`src/rtl/rect_overlay.sv`:
```
// Multi-rectangle overlay for the VGA pixel path.
// Holds NUM_RECT runtime-programmable rectangles. Each one has corners, a colour, and
// enable/blink/outline control bits. Every scanned pixel is tested against all of them,
// and the lowest-index visible hit wins.
//
// Ports:
//   clk, reset        pixel clock, asynchronous active-high reset
//   x, y, video_on    current pixel coordinate and visible-area flag
//   frame_tick        one-cycle pulse per frame; drives the blink counter
//   wr_en, wr_addr    register write strobe and address {rect index, field[2:0]}
//   wr_data           LSB-aligned write data
//   hit, hit_id, rgb  registered overlay result, 2 cycles after x/y/video_on
module rect_overlay #(
  parameter int unsigned COORD_W      = 10,
  parameter int unsigned NUM_RECT     = 4,
  parameter int unsigned COLOR_W      = 12,
  parameter int unsigned DATA_W       = 12,
  parameter int unsigned BLINK_FRAMES = 30
) (
  input  logic                                          clk,
  input  logic                                          reset,
  input  logic [COORD_W-1:0]                            x,
  input  logic [COORD_W-1:0]                            y,
  input  logic                                          video_on,
  input  logic                                          frame_tick,
  input  logic                                          wr_en,
  input  logic [$clog2(NUM_RECT)+2:0]                   wr_addr,
  input  logic [DATA_W-1:0]                             wr_data,
  output logic                                          hit,
  output logic [(NUM_RECT > 1 ? $clog2(NUM_RECT) : 1)-1:0] hit_id,
  output logic [COLOR_W-1:0]                            rgb
);

  localparam int unsigned AddrW = $clog2(NUM_RECT) + 3;
  localparam int unsigned IdW   = (NUM_RECT > 1) ? $clog2(NUM_RECT) : 1;
  localparam int unsigned CntW  = (BLINK_FRAMES > 1) ? $clog2(BLINK_FRAMES) : 1;

  // Write address decode. The rect index is one bit wider than needed, so that
  // NUM_RECT == 1 still gives a legal slice. Out-of-range indices are then rejected.
  logic [AddrW-3:0] wr_rect;
  logic [2:0]       wr_field;
  assign wr_rect  = (AddrW-2)'(wr_addr >> 3);
  assign wr_field = wr_addr[2:0];

  logic [COORD_W-1:0] x1_q    [NUM_RECT];
  logic [COORD_W-1:0] x2_q    [NUM_RECT];
  logic [COORD_W-1:0] y1_q    [NUM_RECT];
  logic [COORD_W-1:0] y2_q    [NUM_RECT];
  logic [COLOR_W-1:0] color_q [NUM_RECT];
  logic [2:0]         ctrl_q  [NUM_RECT];  // {outline, blink, enable}

  always_ff @(posedge clk or posedge reset) begin
    if (reset) begin
      for (int unsigned i = 0; i < NUM_RECT; i++) begin
        x1_q[i]    <= '0;
        x2_q[i]    <= '0;
        y1_q[i]    <= '0;
        y2_q[i]    <= '0;
        color_q[i] <= '0;
        ctrl_q[i]  <= '0;
      end
    end else if (wr_en) begin
      for (int unsigned i = 0; i < NUM_RECT; i++) begin
        if (32'(wr_rect) == i) begin
          case (wr_field)
            3'd0:    x1_q[i]    <= wr_data[COORD_W-1:0];
            3'd1:    x2_q[i]    <= wr_data[COORD_W-1:0];
            3'd2:    y1_q[i]    <= wr_data[COORD_W-1:0];
            3'd3:    y2_q[i]    <= wr_data[COORD_W-1:0];
            3'd4:    color_q[i] <= wr_data[COLOR_W-1:0];
            3'd5:    ctrl_q[i]  <= wr_data[2:0];
            default: ;
          endcase
        end
      end
    end
  end

  // Blink counter: the phase flips once every BLINK_FRAMES frame ticks. It starts visible.
  logic [CntW-1:0] blink_cnt_q;
  logic            blink_phase_q;

  always_ff @(posedge clk or posedge reset) begin
    if (reset) begin
      blink_cnt_q   <= '0;
      blink_phase_q <= 1'b1;
    end else if (frame_tick) begin
      if (blink_cnt_q == CntW'(BLINK_FRAMES - 1)) begin
        blink_cnt_q   <= '0;
        blink_phase_q <= ~blink_phase_q;
      end else begin
        blink_cnt_q <= blink_cnt_q + 1'b1;
      end
    end
  end

  // Stage 1: per-rectangle hit vector. An inverted rectangle (x1 > x2 or y1 > y2) fails
  // the range test by itself, so it needs no separate check.
  logic [NUM_RECT-1:0] hit_vec_d, hit_vec_q;
  logic                von_q;

  always_comb begin
    hit_vec_d = '0;
    for (int unsigned i = 0; i < NUM_RECT; i++) begin
      hit_vec_d[i] = ctrl_q[i][0] && (!ctrl_q[i][1] || blink_phase_q) &&
                     (x >= x1_q[i]) && (x <= x2_q[i]) &&
                     (y >= y1_q[i]) && (y <= y2_q[i]) &&
                     (!ctrl_q[i][2] || (x == x1_q[i]) || (x == x2_q[i]) ||
                      (y == y1_q[i]) || (y == y2_q[i]));
    end
  end

  always_ff @(posedge clk or posedge reset) begin
    if (reset) begin
      hit_vec_q <= '0;
      von_q     <= 1'b0;
    end else begin
      hit_vec_q <= hit_vec_d;
      von_q     <= video_on;
    end
  end

  // Stage 2: lowest-index priority select. The colour is read live here, which means
  // a colour write reaches a pixel that is already in stage 1.
  logic               hit_d, hit_q;
  logic [IdW-1:0]     hit_id_d, hit_id_q;
  logic [COLOR_W-1:0] rgb_d, rgb_q;

  always_comb begin
    hit_d    = 1'b0;
    hit_id_d = '0;
    rgb_d    = '0;
    for (int unsigned i = 0; i < NUM_RECT; i++) begin
      if (von_q && hit_vec_q[i] && !hit_d) begin
        hit_d    = 1'b1;
        hit_id_d = IdW'(i);
        rgb_d    = color_q[i];
      end
    end
  end

  always_ff @(posedge clk or posedge reset) begin
    if (reset) begin
      hit_q    <= 1'b0;
      hit_id_q <= '0;
      rgb_q    <= '0;
    end else begin
      hit_q    <= hit_d;
      hit_id_q <= hit_id_d;
      rgb_q    <= rgb_d;
    end
  end

  assign hit    = hit_q;
  assign hit_id = hit_id_q;
  assign rgb    = rgb_q;

endmodule

```
`config.mk`:
```
export PLATFORM = sky130hd
export DESIGN_NAME = rect_overlay
export DESIGN_NICKNAME = d
export VERILOG_FILES = /design/src/rtl/rect_overlay.sv
export SDC_FILE = /design/constraint.sdc
export NUM_CORES = 1
export LEC_CHECK = 0
export ABC_AREA = 1
export CAP_MARGIN = 15
export CELL_PAD_IN_SITES_DETAIL_PLACEMENT = 0
export CELL_PAD_IN_SITES_GLOBAL_PLACEMENT = 1
export CORE_UTILIZATION = 44
export CTS_BUF_LIST = sky130_fd_sc_hd__clkbuf_4 sky130_fd_sc_hd__clkbuf_8
export CTS_CLUSTER_DIAMETER = 200
export DETAILED_ROUTE_END_ITERATION = 8
export GPL_TIMING_DRIVEN = 0
export PLACE_DENSITY_LB_ADDON = 0.1
export SYNTH_ARGS = -nofsm -noshare
export SYNTH_HDL_FRONTEND = slang
export SYNTH_SLANG_ARGS = --single-unit
```
`constraint.sdc`:
```
create_clock -name clk -period 8.2 [get_ports clk]
set_clock_uncertainty 0.2 [all_clocks]
set_input_delay 1.64 -clock clk [delete_from_list [all_inputs] [get_ports clk]]
set_output_delay 1.64 -clock clk [all_outputs]
set_load 0.01 [all_outputs]
```
==> impl_metrics.py <==
metrics = {
    "run_status": {
        "status": "complete, no violations",
    },
    "synth": {
        "yosysTopAreaCell": "dfrtp_1",
        "synth_fp_nets": 1848,
        "ys_types": 31,
        "synth_top_cell_area_share_pct": 45.1,
        "yosys-top-cells-area": "dfrtp_1, ha_1, nand2_1",
        "yosys_register_bits": 246,
        "syn_area_per_cell_um2": 8.26,
        "synth_cells": 1644,
        "ys_seq_area_share_pct": 45.3,
        "yosysWarnings": 0,
        "syn_area_um2": 13600,
    },
    "clocking": {
        "clkSinkCount": 246,
        "ctsHtreeMaxLevel": 2,
        "clkLatencyLatePin_ns": 0.57,
        "cts_root_buf": "clkbuf_8",
        "cts_resized": 0,
        "cts_made_buffers": 46,
        "clk_pin_slew_ns": 0.06,
        "cts_tree": "built",
        "hold_buffers": 0,
        "cts_buffer_depth": 3,
        "post_cts_buffers": 0,
    },
    "setup_path": {
        "setup.worst_path.start": "x[7]",
        "critPathArrivalTime_ns": 3.88,
        "end_kind": "flop",
        "r2r-start": "x2_q[15]",
        "r2r_end": "hit_vec_q[2]",
        "reg2reg_slack_ns": 6.19,
        "endpoint": "hit_vec_q[0]",
        "cp.required_ns": 8.45,
        "critPathKind": "in2reg",
        "worstRegToRegCells": 10,
        "crit_fanout": 8,
        "startpoint_type": "input pin",
    },
    "grt": {
        "grt_start_max_net_pins": 43,
        "grt_antenna_before_repair": 0,
        "grt_pass1_wl_mm": 58.1,
        "grt_overflow_total": 0,
        "grt_pass1_vias": 10552,
        "track_usage_pct": 24.4,
    },
    "power_and_ir_drop": {
        "p_total_mw": 3.62,
        "leakagePower_nw": 7.96,
        "clkPwrFrac_pct": 34.9,
        "seqPwrFrac_pct": 42.9,
        "p_switching_mw": 1.11,
        "pwr-share-comb_pct": 22.1,
        "p_int_mw": 2.51,
        "power_density_nw_per_um2": 229,
        "ir_worst_vdd_mv": 0.182,
        "sw_frac_of_total_pct": 30.7,
    },
    "detailed_routing": {
        "routedWlPerCell_um": 16.8,
        "drt_wl_total_mm": 36.6,
        "vias_per_cell": 5.02,
        "drc": 0,
        "drtPass1Iterations": 5,
        "ant_nets": 0,
        "vias": 10948,
        "drt-initial-drc-count": 627,
    },
    "timing": {
        "worst_slew_pin_slew_ns": 1.10,
        "drv_slew": 0,
        "setup_viol": 0,
        "finalCritPeriodShare_pct": 44.3,
        "hold_viol": 0,
        "fin_ws_ns": 4.57,
        "rsz0062_at_grt": "no",
        "fmax_ghz": 0.275,
        "tns_ns": 0,
        "period_needed_ns": 3.63,
        "relSlewSlack_pct": 26.6,
    },
    "min_path": {
        "hold_class": "reg2reg",
    },
    "floorplan": {
        "die-area_um2": 31600,
        "std_cell_rows": 63,
        "die_y_um": 178,
        "ioPinCount": 57,
        "die_w_um": 178,
        "initial_utilization_pct": 45.2,
        "core_um2": 30000,
    },
    "final_layout": {
        "num_antenna_cells": 0,
        "fin_area_um2": 15800,
        "area_growth_pct": 16.2,
        "fin_nets": 1959,
        "drive_gt1_share_pct": 7.92,
    },
    "place": {
        "numPortBuffers": 56,
        "post-place-ws_ns": 3.99,
        "placed_cell_area_um2": 14800,
        "dp_hpwl_mm": 25.8,
        "gp_congestion": 0.821,
    },
    "job": {
        "cap_violations": 0,
    },
}
-- Yosys cell counts (all sizes together) --
| master | n |
|---|---|
| nand4 | 19 |
| a21boi | 4 |
| xnor2 | 1 |
| inv | 237 |
| ha | 162 |
| a21o | 13 |
| nand3b | 7 |
| nand3 | 48 |
| dfrtp | 245 |
| o21bai | 6 |
| a21oi | 47 |
| o211ai | 2 |
| buf | 27 |
| nor2 | 69 |
| dfstp | 1 |
| and2 | 1 |
| nor3 | 13 |
| o21ai | 225 |
| nand2 | 468 |
| clkbuf | 39 |
| o22ai | 2 |
| o21a | 6 |
| xor2 | 2 |
-- power groups by stage --
stage	registers (mW)	clock network (mW)	logic, mW
2_1_floorplan	1.54	0	0.592
3_3_place_gp	1.57	0	0.770
3_5_place_dp	1.57	0	0.809
4_1_cts	1.55	1.30	0.813
5_1_grt	1.58	1.35	0.952
6_report	1.55	1.26	0.801
-- through the flow --
step | utilization, % | cells | hold slack [ns]
final | 52.6 | 2182 | 0.284
after global placement | 48.7 | 2090 | 0.264
after detailed placement | 49.2 | 2097 | 0.270
after CTS | 52.6 | 2182 | 0.285
after global routing | 52.6 | 2182 | 0.299
after floorplan | - | 1644 | 0.247
-- how the worst min path moves through the flow --
stage,start,end,slack (ns),cells after the start
global route,y2_q[37],y2_q[37],0.30,2
global placement,ctrl_q[6],ctrl_q[6],0.26,2
finish,y1_q[33],y1_q[33],0.28,2
floorplan,hit_vec_q[3],hit,0.25,2
detailed placement,ctrl_q[6],ctrl_q[6],0.27,2
CTS,ctrl_q[6],ctrl_q[6],0.28,2
-- metal layers --
| layer | wire length, um | up-vias | GRT usage, % |
|---|---|---|---|
| met5 | 0 | - | 0 |
| li1 | - | 5504 | - |
| met1 | 18000 | 5184 | 35.2 |
| met4 | 740 | 0 | 5.98 |
| met3 | 1630 | 59 | 3.06 |
| met2 | 16200 | 201 | 38.7 |
-- state kept, by name (all words and copies together) (netlist names) --
name / flops
rgb: 12
color_q: 48
x2_q: 40
von_q: 1
hit_id: 2
hit_vec_q: 4
x1_q: 40
blink_phase_q: 1
y1_q: 40
y2_q: 40
blink_cnt_q: 5
hit: 1
ctrl_q: 12
-- kinds of logic (layout without fill, tap and decap cells) --
logic type / after synthesis / in the layout / share of synthesized area (%)
buffers and inverters: 303 / 451 / 8.72
AOI/OAI and AO/OA: 305 / 305 / 11.8
adders and majority gates: 162 / 162 / 14.9
xor gates and xnor gates: 3 / 3 / 0.193
DFF: 246 / 246 / 45.3
and+or+nand+nor: 625 / 625 / 19.0
-- area by class of cell --
type	instances	area, um2
Clock inverter	6	38.8
Buffer	66	295
Multi-Input combinational cell	1095	6240
Sequential cell	246	6160
Clock buffer	79	962
Inverter	237	893
Timing Repair Buffer	63	708
Fill cell	2983	14200
Tap cell	390	488
-- layout by cell type (no fill, tap or decap), drive strengths merged --
cell	n
nand2	468
dfrtp	245
inv	237
o21ai	225
ha	162
clkbuf	118
nor2	69
clkdlybuf4s50	56
nand3	48
a21oi	47
buf	34
nand4	19
a21o	13
nor3	13
nand3b	7
o21bai	6
o21a	6
a21boi	4
clkinvlp	3
clkinv	3
o22ai	2
xor2	2
o211ai	2
and2	1
xnor2	1
dfstp	1
-- critical path, stage by stage --
cell	delay, ns
clkdlybuf4s50_1	0.76
ha_1	0.49
nand2_1	0.05
nor2_1	0.16
a21boi_0	0.21
nor2_1	0.07
nor2_1	0.24
nor2_1	0.12
nand2_1	0.09
inv_1	0.04
(Power assumes the default switching activity.)
